==> src/rtl/systolic_feed_ctrl.sv <==
// Systolic-array feeder: buffers N A-rows and N B-columns, then skews them onto west/north over 2N-1 steps.
// Latency CLEAR->done = 1 + (2N-1) + (N-1+PE_LAT); ld_ready only in LOAD, so ld_valid stalls without losing count.
module systolic_feed_ctrl #(
  parameter int DWIDTH = 32,
  parameter int N      = 3,
  parameter int PE_LAT = 1
) (
  input  logic              clk,
  input  logic              rstn,
  input  logic              start,
  input  logic              abort,
  input  logic              ld_valid,
  output logic              ld_ready,
  input  logic [DWIDTH-1:0] ld_data [N],
  output logic [DWIDTH-1:0] north   [N],
  output logic [DWIDTH-1:0] west    [N],
  output logic              arr_clr,
  output logic              busy,
  output logic              done
);
  localparam int BEATS     = 2 * N;
  localparam int FEED_LEN  = 2 * N - 1;
  localparam int DRAIN_LEN = N - 1 + PE_LAT;
  localparam int LW        = $clog2(BEATS);
  localparam int SW        = $clog2(FEED_LEN);
  localparam int DRW       = (DRAIN_LEN > 1) ? $clog2(DRAIN_LEN) : 1;
  localparam int IW        = $clog2(N);

  typedef enum logic [2:0] {
    S_IDLE, S_LOAD, S_CLEAR, S_FEED, S_DRAIN, S_DONE
  } state_t;

  state_t            state_q, state_d;
  logic [LW-1:0]     ld_cnt_q, ld_cnt_d;
  logic [SW-1:0]     step_q, step_d;
  logic [DRW-1:0]    drn_q, drn_d;

  // a_q[r][k] = A[r][k]; b_q[c][k] = B[k][c] (stored column-wise as loaded)
  logic [DWIDTH-1:0] a_q [N][N];
  logic [DWIDTH-1:0] a_d [N][N];
  logic [DWIDTH-1:0] b_q [N][N];
  logic [DWIDTH-1:0] b_d [N][N];

  always_ff @(posedge clk or negedge rstn) begin
    if (!rstn) begin
      state_q  <= S_IDLE;
      ld_cnt_q <= '0;
      step_q   <= '0;
      drn_q    <= '0;
    end else begin
      state_q  <= state_d;
      ld_cnt_q <= ld_cnt_d;
      step_q   <= step_d;
      drn_q    <= drn_d;
    end
  end

  always_comb begin
    state_d  = state_q;
    ld_cnt_d = ld_cnt_q;
    step_d   = step_q;
    drn_d    = drn_q;
    if (state_q != S_IDLE && abort) begin
      state_d  = S_IDLE;
      ld_cnt_d = '0;
      step_d   = '0;
      drn_d    = '0;
    end else begin
      case (state_q)
        S_IDLE: begin
          if (start) begin
            state_d  = S_LOAD;
            ld_cnt_d = '0;
          end
        end
        S_LOAD: begin
          if (ld_valid) begin
            if (ld_cnt_q == LW'(BEATS - 1)) begin
              state_d  = S_CLEAR;
              ld_cnt_d = '0;
            end else begin
              ld_cnt_d = ld_cnt_q + LW'(1);
            end
          end
        end
        S_CLEAR: begin
          state_d = S_FEED;
          step_d  = '0;
        end
        S_FEED: begin
          if (step_q == SW'(FEED_LEN - 1)) begin
            state_d = S_DRAIN;
            step_d  = '0;
            drn_d   = '0;
          end else begin
            step_d = step_q + SW'(1);
          end
        end
        S_DRAIN: begin
          if (drn_q == DRW'(DRAIN_LEN - 1)) begin
            state_d = S_DONE;
            drn_d   = '0;
          end else begin
            drn_d = drn_q + DRW'(1);
          end
        end
        S_DONE:  state_d = S_IDLE;
        default: state_d = S_IDLE;
      endcase
    end
  end

  // An aborted beat, including the final one, must not touch the buffers.
  always_comb begin
    a_d = a_q;
    b_d = b_q;
    if (state_q == S_LOAD && ld_valid && !abort) begin
      for (int i = 0; i < N; i++) begin
        if (ld_cnt_q == LW'(i))     a_d[i] = ld_data;
        if (ld_cnt_q == LW'(N + i)) b_d[i] = ld_data;
      end
    end
  end

  always_ff @(posedge clk) begin
    a_q <= a_d;
    b_q <= b_d;
  end

  always_comb begin
    int k;
    k        = 0;
    ld_ready = (state_q == S_LOAD);
    busy     = (state_q != S_IDLE);
    arr_clr  = (state_q == S_CLEAR) || ((state_q != S_IDLE) && abort);
    done     = (state_q == S_DONE) && !abort;
    for (int i = 0; i < N; i++) begin
      north[i] = '0;
      west[i]  = '0;
      k        = int'(step_q) - i;
      if (state_q == S_FEED && k >= 0 && k < N) begin
        west[i]  = a_q[i][IW'(k)];
        north[i] = b_q[i][IW'(k)];
      end
    end
  end

endmodule
==> config.mk <==
export PLATFORM = sky130hd
export DESIGN_NAME = systolic_feed_ctrl
export DESIGN_NICKNAME = d
export VERILOG_FILES = /design/src/rtl/systolic_feed_ctrl.sv
export SDC_FILE = /design/constraint.sdc
export NUM_CORES = 1
export LEC_CHECK = 0
export ABC_AREA = 1
export BUFFER_PORTS_ARGS = -buffer_cell sky130_fd_sc_hd__buf_2
export CORE_AREA = 8 8 295 297
export DETAILED_ROUTE_END_ITERATION = 8
export DIE_AREA = 0 0 303 305
export GPL_TIMING_DRIVEN = 1
export PLACE_DENSITY_LB_ADDON = 0.25
export SLEW_MARGIN = 20
export SYNTH_ARGS = -nofsm -noshare
export SYNTH_HDL_FRONTEND = slang
export SYNTH_SLANG_ARGS = --single-unit
==> constraint.sdc <==
create_clock -name clk -period 9.12 [get_ports clk]
set_input_delay 0.456 -clock clk [delete_from_list [all_inputs] [get_ports clk]]
set_output_delay 0.456 -clock clk [all_outputs]
set_load 0.01 [all_outputs]
# ---- Yosys cells after proc, flatten, opt, wreduce, memory -nomap -nowiden
# Index checks and enable logic that the tools add are counted.
dict set report totals {
  memories 0
  inputBits 101
  ram_bits 0
  reg_bits 587
  elab_cells 126
  out_inout_bits 196
  latchBits 0
  mem_bits_ro 0
}
dict set report op_classes {
  eq_ne 17
  shifts 0
  bitwise 3
  add_sub_neg 5
  mul 0
  n_reduce_logical 27
  n_div 0
  n_mux 43
  magnitude_cmp 9
}
# operator n
set op_table {}
lappend op_table {{2-to-1 mux 32 bit} 18}
lappend op_table {{binary-select mux 32 bit (select 2 bit)} 6}
lappend op_table {{2-to-1 mux 3 bit} 12}
lappend op_table {{== test 3 bit (second input constant)} 5}
lappend op_table {{case mux 3 bit (5 select lines)} 1}
lappend op_table {{AND reduction 2 bit} 7}
lappend op_table {{== test 3 x 2 -> 1 bit (second input constant)} 4}
lappend op_table {{case mux 3 bit (2 select lines)} 2}
lappend op_table {{nonzero test 3 bit} 4}
lappend op_table {{logical AND 1 bit} 10}
lappend op_table {{greater-or-equal comparator 2 x 3 -> 1 bit (second input constant)} 3}
lappend op_table {{!= test 3 bit (second input constant)} 3}
lappend op_table {{greater-or-equal comparator 4 x 1 -> 1 bit (second input constant)} 2}
lappend op_table {{< comparator 4 x 3 -> 1 bit (second input constant)} 2}
lappend op_table {{adder 3 x 1 -> 3 bit (second input constant)} 2}
lappend op_table {{== test 3 x 1 -> 1 bit (second input constant)} 2}
lappend op_table {{zero test 3 bit} 2}
lappend op_table {{2-to-1 mux 2 bit} 3}
lappend op_table {{NOT 2 bit} 3}
lappend op_table {{AND reduction 5 bit} 1}
lappend op_table {{case mux 2 bit (2 select lines)} 1}
lappend op_table {{subtractor 3 x 1 -> 4 bit (second input constant)} 1}
lappend op_table {{subtractor 3 x 2 -> 4 bit (second input constant)} 1}
lappend op_table {{greater-or-equal comparator 3 x 1 -> 1 bit (second input constant)} 1}
lappend op_table {{8 further kinds} 8}

# ---- Depth between registers and ports, before layout
dict set report logic_depth {
  ltp_word 6
  ltp_mapped 12
  mapped_depth_nobuf 9
}

# ---- Worst setup path before layout
# No wires, ideal clock.
dict set report synth_timing {
  kind {register to register}
  startpoint {register state_q[1]}
  endpoint {register a_q[100] (netlist name) (enable)}
  arrival_time_ns 7.464
  path_stages_with_launch 7
  n_path_buf 1
  synth_period_minus_slack_ns 8.133
  required_ns 8.451
  setup_ns 0.669
  path_slack_ns 0.987
  path_cell_list {dfrtp_1 -> buf_4 -> nor2_2 -> nand3_1 -> inv_1 -> nand2_1 -> nor3_1}
}
dict set report synth_between {
  elab_chain_len 4
}
# element line_no
set synth_rtl {}
lappend synth_rtl {{start, declared} 33} ;# state_t state_q, state_d;
lappend synth_rtl {{start signal, assigned} 51} ;# state_q <= state_d;
lappend synth_rtl {{== test 3 x 1 -> 1 bit} 117} ;# if (state_q == S_LOAD && ld_valid && !abort) begin
lappend synth_rtl {{logical AND 1 bit (2 in a row)} 117}
lappend synth_rtl {{AND reduction 2 bit (no source line)} n/a}
lappend synth_rtl {{end signal, assigned} 126} ;# a_q <= a_d;
lappend synth_rtl {{end, declared} 39} ;# logic [DWIDTH-1:0] a_q [N][N];
# Every way passes these cells.
# A chain may end at the register's enable or synchronous reset.

==> impl_metrics.env <==
export IMPL_cts_root_buf="clkbuf_16"
export IMPL_start_util=0.277
export IMPL_routabilityCongestion=0.782
export IMPL_crit_path_start_kind="flop"
export IMPL_post_route_util=0.333
export IMPL_cts_clk_slew_worst_paths_ps=60
export IMPL_vias=14500
export IMPL_post_place_cells=2997
export IMPL_synth_cell_types=29
export IMPL_clk_latency_ps=590
export IMPL_antenna_found_initial=5
export IMPL_num_rows=106
export IMPL_crit_type="flop to primary output"
export IMPL_vdd_drop_max_uv=151
export IMPL_mostFrequentLayoutCell="edfxtp_1"
export IMPL_ys_ff_latch=587
export IMPL_required_ps=8660
export IMPL_yosysTopAreaCell="edfxtp_1"
export IMPL_finalHoldViolCount=0
export IMPL_portBuffers=296
export IMPL_vias_per_cell=4.63
export IMPL_yosysSeqAreaShare=0.768
export IMPL_routed_wl_mm=67.6
export IMPL_synth_top_area_share=0.756
export IMPL_wl_per_cell_um=21.7
export IMPL_io_pins=297
export IMPL_first_pass_iters=5
export IMPL_layout_common_cells="edfxtp_1, nor2_1, buf_2, nand2_1, a21oi_1"
export IMPL_layout_drive_gt1_share=0.215
export IMPL_skew_ps=15.2
export IMPL_grt_overflow=0
export IMPL_cts_sinks=587
export IMPL_clockBufferDepth=3
export IMPL_pwr_density_cell_nw_per_um2=258
export IMPL_nNetsFinal=2097
export IMPL_setup_tns_final_ps=0
export IMPL_final_max_slew_viol_count=0
export IMPL_grt_pass1_vias=15000
export IMPL_instances_no_fill=3120
export IMPL_htree_levels=3
export IMPL_arrival_ps=4600
export IMPL_end_kind="primary output"
export IMPL_power_w=0.00710
export IMPL_synthCells=1701
export IMPL_coreArea_um2=82600
export IMPL_cts_buffers=67
export IMPL_grt_pass1_wl_mm=99.7
export IMPL_yosys_warnings=0
export IMPL_syn_area_per_cell_um2=13.5
export IMPL_leakagePower_nw=9.89
export IMPL_area_growth_syn_to_layout_pct=20.4
export IMPL_hold_class="input pin to flop"
export IMPL_fmax_mhz=198
export IMPL_die_height_um=305
export IMPL_grt_usage=0.143
export IMPL_finalSetupViolations=0
export IMPL_ys_top_cells_by_area="edfxtp_1, nor2_1, a21oi_1, nand2_1, o21ai_0"
export IMPL_syn_nets=1810
export IMPL_route_detailed_drc=0
export IMPL_relSlewSlack=0.318
export IMPL_synth_cell_area_um2=22900
export IMPL_fin_crit_ps=5050
export IMPL_cts_resized=0
export IMPL_min_period_over_period=0.554
export IMPL_tritoncts="built"
export IMPL_outcome="completed"
export IMPL_cap_violations=0
export IMPL_ant_nets=0
export IMPL_final_setup_worst_slack_ps=4070
export IMPL_drt_iter0_markers=1136
export IMPL_dp_slack_ps=4510
export IMPL_die_x_um=303
export IMPL_cp_max_fo=66
export IMPL_grt_setup_unrepaired="false"
export IMPL_hpwl_mm=40.9
export IMPL_worst_pin_slew_ps=1020
export IMPL_grt_max_degree=91
export IMPL_dieArea_um2=92400
[routing by layer]
layer	GRT usage	wire [µm]
met4	0.0372	1100
met3	0.0271	3560
met2	0.232	32500
met1	0.196	30500
met5	0	0
[through the flow]
step	hold slack [ps]	instance area, µm²
2_1_floorplan	160	22900
3_3_place_gp	347	25300
3_5_place_dp	351	25300
4_1_cts	72.6	27500
5_1_grt	89.9	27500
6_report	126	27500
[critical path: stages, from the launching register on]
cell       delay (ps)
dfrtp_4           930
inv_6             350
ha_4              620
nor2_4            830
buf_4             590
a2bb2oi_1         220
nor2_1            160
buf_2             180
[worst paths after layout]
path	startpoint	to	slack, ps	cells after the start
max in group asynchronous	rstn	step_q[0]	8590	2
setup / recovery	step_q[0]	north[56]	4070	7
setup reg to reg	state_q[1]	b_q[182]	5920	7
hold reg to reg	drn_q[0]	drn_q[0]	500	2
min in group asynchronous	rstn	state_q[0]	280	2
hold / removal	ld_data[9]	b_q[105]	130	1
[power by group]
group          internal [W]  total, W  leakage (nW)  switching, W
clock network       0.00156   0.00264          1.06       0.00108
logic              0.000376   0.00132          3.49      0.000944
registers           0.00306   0.00314          5.33     0.0000781
[cell type report]
class	instances	area (µm²)
diodes	3	7.51
clock inverters	39	384
inverters	20	81.3
fillers	8155	55100
clock buffers	79	1760
well taps	1080	1350
repair buffers	320	1680
flip-flops and latches	587	17600
multi-input cells	992	4690
[cell families (layout without fill, tap and decap cells)]
logic type	count (synthesis)	after routing	share of synthesized area
flip-flops	587	587	0.768
AND/OR/NAND/NOR	585	585	0.0997
AO/OA/AOI/OAI	396	396	0.0972
buffers and inverters	122	458	0.0297
adder cells (fa/ha/maj)	8	8	0.00437
XOR/XNOR	3	3	0.00115
other	0	3	0
[synth_stat cells (all sizes together)]
library cell	number
buf	84
nand3	9
and2	1
nor2	335
clkbuf	18
xnor2	3
inv	20
nand4	3
edfxtp	576
nand3b	1
o21ai	136
nand2	229
nor3	6
o22ai	1
dfrtp	11
nor4	1
a2bb2oi	64
a21oi	195
ha	8
[sequential cells by signal, indices dropped and copies added (netlist names)]
| register | flops |
|---|---|
| a_q | 288 |
| b_q | 288 |
| drn_q | 2 |
| ld_cnt_q | 3 |
| state_q | 3 |
| step_q | 3 |
[what timing repair did]
item | in CTS | in global routing
setup buffers | 0 | 0
hold endpoints to repair | 11 | 0
hold buffers | 1 | 0
(Power assumes the default switching activity.)
